`src/rtl/multicycle_control_pkg.sv`:
```
// Shared encodings for the multicycle MIPS controller: opcodes, FSM states,
// ALU/PC source selects and the control-word payload.
package multicycle_control_pkg;

  localparam int unsigned OP_W    = 6;
  localparam int unsigned STATE_W = 4;

  localparam logic [OP_W-1:0] OP_RTYPE = 6'b000000;
  localparam logic [OP_W-1:0] OP_ADDI  = 6'b001000;
  localparam logic [OP_W-1:0] OP_LW    = 6'b100011;
  localparam logic [OP_W-1:0] OP_SW    = 6'b101011;
  localparam logic [OP_W-1:0] OP_BEQ   = 6'b000100;
  localparam logic [OP_W-1:0] OP_J     = 6'b000010;

  typedef enum logic [STATE_W-1:0] {
    S_FETCH  = 4'd0,
    S_DECODE = 4'd1,
    S_MEMADR = 4'd2,
    S_MEMRD  = 4'd3,
    S_MEMWB  = 4'd4,
    S_MEMWR  = 4'd5,
    S_EXEC   = 4'd6,
    S_ALUWB  = 4'd7,
    S_BRANCH = 4'd8,
    S_ADDIEX = 4'd9,
    S_ADDIWB = 4'd10,
    S_JUMP   = 4'd11
  } state_e;

  localparam logic [1:0] ALU_OP_ADD   = 2'b00;
  localparam logic [1:0] ALU_OP_SUB   = 2'b01;
  localparam logic [1:0] ALU_OP_FUNCT = 2'b10;

  localparam logic [1:0] PC_SRC_ALU    = 2'b00;
  localparam logic [1:0] PC_SRC_ALUOUT = 2'b01;
  localparam logic [1:0] PC_SRC_JUMP   = 2'b10;

  localparam logic [1:0] SRCB_REG    = 2'b00;
  localparam logic [1:0] SRCB_FOUR   = 2'b01;
  localparam logic [1:0] SRCB_IMM    = 2'b10;
  localparam logic [1:0] SRCB_IMM_SH = 2'b11;

  typedef struct packed {
    logic       pc_write;
    logic       pc_write_cond;
    logic       i_or_d;
    logic       mem_read;
    logic       mem_write;
    logic       ir_write;
    logic       mem_to_reg;
    logic       reg_dst;
    logic       reg_write;
    logic       alu_src_a;
    logic [1:0] alu_src_b;
    logic [1:0] alu_op;
    logic [1:0] pc_source;
  } ctrl_t;

  function automatic logic op_supported(input logic [OP_W-1:0] op);
    case (op)
      OP_RTYPE, OP_ADDI, OP_LW, OP_SW, OP_BEQ, OP_J: op_supported = 1'b1;
      default:                                       op_supported = 1'b0;
    endcase
  endfunction

endpackage

```
`src/rtl/mc_ctrl_decode.sv`:
```
// Moore output decode: maps the controller state to its datapath control word.
module mc_ctrl_decode
  import multicycle_control_pkg::*;
(
  input  state_e state,
  output ctrl_t  ctrl
);

  always_comb begin
    ctrl           = '0;
    ctrl.alu_src_b = SRCB_REG;
    ctrl.alu_op    = ALU_OP_ADD;
    ctrl.pc_source = PC_SRC_ALU;
    case (state)
      S_FETCH: begin
        ctrl.mem_read  = 1'b1;
        ctrl.ir_write  = 1'b1;
        ctrl.pc_write  = 1'b1;
        ctrl.alu_src_b = SRCB_FOUR;
      end
      S_DECODE: ctrl.alu_src_b = SRCB_IMM_SH;
      S_MEMADR, S_ADDIEX: begin
        ctrl.alu_src_a = 1'b1;
        ctrl.alu_src_b = SRCB_IMM;
      end
      S_MEMRD: begin
        ctrl.i_or_d   = 1'b1;
        ctrl.mem_read = 1'b1;
      end
      S_MEMWB: begin
        ctrl.mem_to_reg = 1'b1;
        ctrl.reg_write  = 1'b1;
      end
      S_MEMWR: begin
        ctrl.i_or_d    = 1'b1;
        ctrl.mem_write = 1'b1;
      end
      S_EXEC: begin
        ctrl.alu_src_a = 1'b1;
        ctrl.alu_op    = ALU_OP_FUNCT;
      end
      S_ALUWB: begin
        ctrl.reg_dst   = 1'b1;
        ctrl.reg_write = 1'b1;
      end
      S_ADDIWB: ctrl.reg_write = 1'b1;
      S_BRANCH: begin
        ctrl.alu_src_a     = 1'b1;
        ctrl.alu_op        = ALU_OP_SUB;
        ctrl.pc_source     = PC_SRC_ALUOUT;
        ctrl.pc_write_cond = 1'b1;
      end
      S_JUMP: begin
        ctrl.pc_source = PC_SRC_JUMP;
        ctrl.pc_write  = 1'b1;
      end
      default: ;
    endcase
  end

endmodule

```
`src/rtl/multicycle_control.sv`:
```
// Multicycle MIPS control FSM: state register, next-state logic and output gating.
// Optional memory-wait stalls in FETCH/MEMRD/MEMWR are enabled by MC_CTRL_STALL_EN.
module multicycle_control
  import multicycle_control_pkg::*;
(
  input  logic               clk_i,
  input  logic               rst_i,
  input  logic [OP_W-1:0]    Op_i,
  input  logic               mem_ready_i,
  output logic               pc_write_o,
  output logic               pc_write_cond_o,
  output logic               i_or_d_o,
  output logic               mem_read_o,
  output logic               mem_write_o,
  output logic               ir_write_o,
  output logic               mem_to_reg_o,
  output logic               reg_dst_o,
  output logic               reg_write_o,
  output logic               alu_src_a_o,
  output logic [1:0]         alu_src_b_o,
  output logic [1:0]         alu_op_o,
  output logic [1:0]         pc_source_o,
  output logic [STATE_W-1:0] state_o,
  output logic               illegal_o
);

  state_e state_q;
  state_e state_d;
  ctrl_t  ctrl_raw;
  ctrl_t  ctrl;
  logic   hold;

`ifdef MC_CTRL_STALL_EN
  assign hold = !mem_ready_i &&
                (state_q == S_FETCH || state_q == S_MEMRD || state_q == S_MEMWR);
`else
  logic unused_mem_ready;
  assign unused_mem_ready = mem_ready_i;
  assign hold             = 1'b0;
`endif

  always_ff @(posedge clk_i) begin
    if (rst_i) state_q <= S_FETCH;
    else       state_q <= state_d;
  end

  always_comb begin
    state_d = state_q;
    case (state_q)
      S_FETCH:  state_d = S_DECODE;
      S_DECODE: begin
        case (Op_i)
          OP_LW, OP_SW: state_d = S_MEMADR;
          OP_RTYPE:     state_d = S_EXEC;
          OP_BEQ:       state_d = S_BRANCH;
          OP_ADDI:      state_d = S_ADDIEX;
          OP_J:         state_d = S_JUMP;
          default:      state_d = S_FETCH;
        endcase
      end
      S_MEMADR: state_d = (Op_i == OP_LW) ? S_MEMRD : S_MEMWR;
      S_MEMRD:  state_d = S_MEMWB;
      S_EXEC:   state_d = S_ALUWB;
      S_ADDIEX: state_d = S_ADDIWB;
      default:  state_d = S_FETCH;
    endcase
    if (hold) state_d = state_q;
  end

  mc_ctrl_decode u_decode (
    .state (state_q),
    .ctrl  (ctrl_raw)
  );

  // A held fetch keeps the memory read up but must not advance PC or IR.
  always_comb begin
    ctrl = ctrl_raw;
    if (hold && state_q == S_FETCH) begin
      ctrl.pc_write = 1'b0;
      ctrl.ir_write = 1'b0;
    end
    if (rst_i) ctrl = '0;
  end

  assign pc_write_o      = ctrl.pc_write;
  assign pc_write_cond_o = ctrl.pc_write_cond;
  assign i_or_d_o        = ctrl.i_or_d;
  assign mem_read_o      = ctrl.mem_read;
  assign mem_write_o     = ctrl.mem_write;
  assign ir_write_o      = ctrl.ir_write;
  assign mem_to_reg_o    = ctrl.mem_to_reg;
  assign reg_dst_o       = ctrl.reg_dst;
  assign reg_write_o     = ctrl.reg_write;
  assign alu_src_a_o     = ctrl.alu_src_a;
  assign alu_src_b_o     = ctrl.alu_src_b;
  assign alu_op_o        = ctrl.alu_op;
  assign pc_source_o     = ctrl.pc_source;
  assign state_o         = STATE_W'(state_q);
  assign illegal_o       = !rst_i && (state_q == S_DECODE) && !op_supported(Op_i);

endmodule

```
`config.mk`:
```
export PLATFORM = sky130hd
export DESIGN_NAME = multicycle_control
export DESIGN_NICKNAME = d
export VERILOG_FILES = /design/src/rtl/multicycle_control_pkg.sv /design/src/rtl/mc_ctrl_decode.sv /design/src/rtl/multicycle_control.sv
export SDC_FILE = /design/constraint.sdc
export NUM_CORES = 1
export LEC_CHECK = 0
export CORE_MARGIN = 5
export CORE_UTILIZATION = 34
export DETAILED_ROUTE_END_ITERATION = 10
export PLACE_DENSITY = 0.88
export SYNTH_ARGS = -nofsm -noshare
export SYNTH_HDL_FRONTEND = slang
export SYNTH_SLANG_ARGS = --single-unit
```
`constraint.sdc`:
```
create_clock -name clk_i -period 1.65 [get_ports clk_i]
set_input_delay 0.165 -clock clk_i [delete_from_list [all_inputs] [get_ports clk_i]]
set_output_delay 0.165 -clock clk_i [all_outputs]
set_load 0.01 [all_outputs]
```
======== Word-level counts from Yosys, hierarchy flattened ========
Cells that the tools add are included.
word-level totals
  bits in registers ....................... 4
  input bits .............................. 9
  output and inout bits ................... 21
  logic and storage cells ................. 49
cells by class
  equal/unequal tests ..................... 16
  multiplexer cells ....................... 18
  reductions and logical operators ........ 14
operators with widths
  kind                number
  $pmux 4 s6          1
  $pmux 4 s5          1
  $eq 4x3->1 const B  4
  $eq 4x4->1 const B  4
  $mux 16             1
  $eq 6x6->1 const B  2
  $mux 1              11
  $reduce_or 2->1     5
  $eq 4x2->1 const B  2
  $pmux 2 s2          2
  $eq 6x2->1 const B  1
  $eq 6x3->1 const B  1
  $eq 6x4->1 const B  1
  $logic_not 6->1     1
  $pmux 2 s3          1
  $reduce_or 6->1     1
  $eq 4x1->1 const B  1
  $logic_not 4->1     1
  $reduce_or 4->1     1
  $mux 3              1
  $reduce_or 3->1     1
  $logic_and 1x1->1   2
  $logic_not 1->1     2

======== Depth between registers and ports, before layout ========
  depth in word-level cells ............... 5
  depth in mapped cells ................... 4
  mapped depth without buffers ............ 3

======== Cells and area by module ========
A second synthesis with hierarchy kept.
unflattened totals
  cells, all modules ...................... 88
  area, all modules ....................... 645.6 µm²
by module, submodules not included
  module              times used  cells each  area each (µm²)
  multicycle_control  1           56          437.9
  mc_ctrl_decode      1           32          207.7

======== Worst setup path before layout ========
No wires, ideal clock.
  kind .................................... reg-to-output
  start point ............................. register state_q[2], in the netlist state_o[2]
  end point ............................... output port illegal_o
  data arrival time ....................... 1.396 ns
  path slack .............................. 0.089 ns
  stages on the path, launching flop included .. 4
  cells stage by stage .................... dfxtp_1 clkbuf_1 nor4_1 and4b_1
between the ends
  cells in the longest elaborated chain, start to end .. 3
RTL lines
  element                         line                      text
  from (decl)                     multicycle_control.sv:27  state_e state_q;
  from (signal assigned)          multicycle_control.sv:44  else state_q <= state_d;
  $eq 4x1->1                      multicycle_control.sv:99  assign illegal_o = !rst_i && (state_q == S_DECODE) && !op_supported(Op_i);
  $logic_and 1x1->1 (2 in a row)  multicycle_control.sv:99
  to (decl)                       multicycle_control.sv:24  output logic illegal_o
No other way between the ends.

======== Worst setup path after layout ========
  start point ............................. input port Op_i[0]
  end point ............................... register state_q[0], in the netlist state_o[0]
between the ends
  cells in the longest elaborated chain, start to end .. 4
  elaborated cells on any way between the ends .. 9
  classes of those cells .................. eq/ne (5); mux (2); reduce/logical (2)
RTL lines
  element          line                      text
  from (decl)      multicycle_control.sv:8   input logic [OP_W-1:0] Op_i,
  $eq 6x6->1       multicycle_control.sv:52  case (Op_i)
  $reduce_or 2->1  multicycle_control.sv:52
  $pmux 4 s5 (*)   multicycle_control.sv:52
  $pmux 4 s6 (*)   multicycle_control.sv:49  case (state_q)
Mark *: on every way between the ends. The rest lies on a longest branch, timed or not.
A chain may end at the register's enable or synchronous reset.

==> metrics.cfg <==
[timing]
tightest_slew_ns=0.424
slew_headroom=0.713
finalSetupViolCount=0
min_period_ns=1.61
skew_ns=0.00295
hold_slack_ns=0.492
timing.final.crit_share=0.979
fmax_mhz=619
finalHoldViolCount=0
slew_violations=0
setup_slack_ns=0.0350
fin_tns_setup_ns=0
rsz0062_at_grt=no

[critical_path]
worstSetupEndpointType=flop
arrival_ns=1.78
critPathLaunchType=input pin
crit_fanout=3
cp_data_required_time_ns=1.81
criticalPathCategory=input pin to flop

[outcome]
outcome=completed

[clock_network]
h-tree-depth=1
clk_pin_slew_ns=0.04
root_buffer=clkbuf_4
clk_latency_ns=0.23
cts_buffers=3
cts_max_path_buffers=2
cts.sink_count=4
cts_tree=yes

[route]
dr.pass1.iters=4
drtIter0Drc=12
drc=0
wl_per_cell_um=13.5
wirelength_mm=1.75
ant_nets=0
dr_total_vias=682
via_per_inst=5.25

[power_and_ir_drop]
total_power_mw=0.363
power_density_nw_per_um2=376
power.leakage_nw=0.472
ir_worst_vdd_uv=401

[synthesis]
syn-num-nets=72
synth.yosys.seq_area_share=0.180
synth-edff-count=0
synth_top_cell_by_area=dfxtp_1
yosysMostFrequentCell=nor2_1
synth_area_sq_um=444
ys.flop_type=dfxtp_1
ys_types=30
yosys_register_bits=4
synth_top_area_share=0.180
syn_inst=63
ys_warn_count=0
syn_area_per_cell_sq_um=7.05
synth_area_leaders=dfxtp_1 (18%), nor2_1 (8.5%), nand2b_1 (5.6%), a211oi_1 (5.1%), nor3_1 (4.5%)
synthArstFlopShare=0
synthTopCellsByCount=nor2_1 (10), clkbuf_1 (4), dfxtp_1 (4), nand2b_1 (4), nor3_1 (4)

[floorplanning]
io_pins=30
start_util=0.350
core_area_sq_um=1270
rows=13
dieWidth_um=46.1
dieArea_sq_um=2130
die_y_um=46.1

[global_route]
grt_overflow=0
grt_pass1_wl_mm=2.69
grt_use_total=0.171
grt_max_degree=11
grt_pass1_vias=701
antenna_found_initial=0

[cells_and_area]
drive_above_1_share=0.478
fin_util=0.761
area_growth_pct=117
largest_register_ff_count=4
stdcell_area_sq_um=966
final_cell_count_no_fill=130
nNetsFinal=126
antenna_cells=0

[placed_design]
dp_cells=126
place_area_sq_um=912
hpwl_mm=1.32
dpl_worst_slack_ns=-0.495
portBuffers=28
finalWeightedCongestion=0.822

[job]
max_cap_viol_count=0

[min_path]
hold_class=input pin to flop

==> final cells by class <==
class | count | area [sq um]
timing repair buffer | 55 | 433
sequential | 4 | 85.1
clock buffer | 3 | 22.5
inverter | 2 | 7.51
tap | 15 | 18.8
fill | 99 | 303
multi-input combinational | 51 | 399
==> worst max-delay path, stage by stage <==
cell             delay [ns]
clkdlybuf4s50_1        0.43
buf_4                  0.15
or4_4                  0.52
or3_1                  0.36
a21oi_1                0.14
==> power by group <==
part | internal (mW) | switching [mW]
logic | 0.0776 | 0.0618
clock network | 0.0812 | 0.0378
registers | 0.101 | 0.00414
total | 0.260 | 0.104
==> layout by cell type, fill, tap and decap left out, types with 2 or more instances in the layout <==
master and n:
buf_4 27, nor2_1 10, clkdlybuf4s50_1 8, clkbuf_2 7
dlygate4sd2_1 5, dfxtp_2 4, a211oi_1 3, clkbuf_4 3
buf_2 3, nand2b_1 2, nor3_1 2, nand3b_1 2
o22a_1 2, or2_1 2, a21oi_1 2, inv_1 2
or3_1 2, dlymetal6s2s_1 2, clkdlybuf4s15_1 2
==> worst paths after layout <==
kind	to	startpoint	slack [ns]	depth (start not counted)
setup reg to reg	state_o[1]$_SDFF_PP0_	state_o[2]$_SDFF_PP0_	0.22	5
hold / removal	state_o[0]$_SDFF_PP0_	Op_i[5]	0.49	5
setup / recovery	state_o[0]$_SDFF_PP0_	Op_i[0]	0.04	5
hold reg to reg	state_o[0]$_SDFF_PP0_	state_o[0]$_SDFF_PP0_	0.61	2
==> kinds of logic (layout without fill, tap and decap cells) <==
family                    after synthesis  after routing  share of synthesized area
AOI/OAI and AO/OA                      14             14                      0.237
buffers and inverters                   8             60                     0.0761
DFF                                     4              4                      0.180
xor gates and xnor gates                3              3                     0.0592
and+or+nand+nor                        34             34                      0.448
==> what timing repair did <==
action,CTS,global route
pin swaps,1,3
hold buffers,0,0
setup buffers,0,1
endpoints found under the setup margin,17,10
resized for setup,40,23
==> routing by layer <==
metal / routed length, um / GRT usage / share of wire
met2: 926 / 0.343 / 0.53
met4: 10 / 0.0795 / 0.0057
met3: 203 / 0.0430 / 0.12
met1: 610 / 0.153 / 0.35
met5: 0 / 0 / 0
Note: power is estimated with default switching activity, not from simulation.
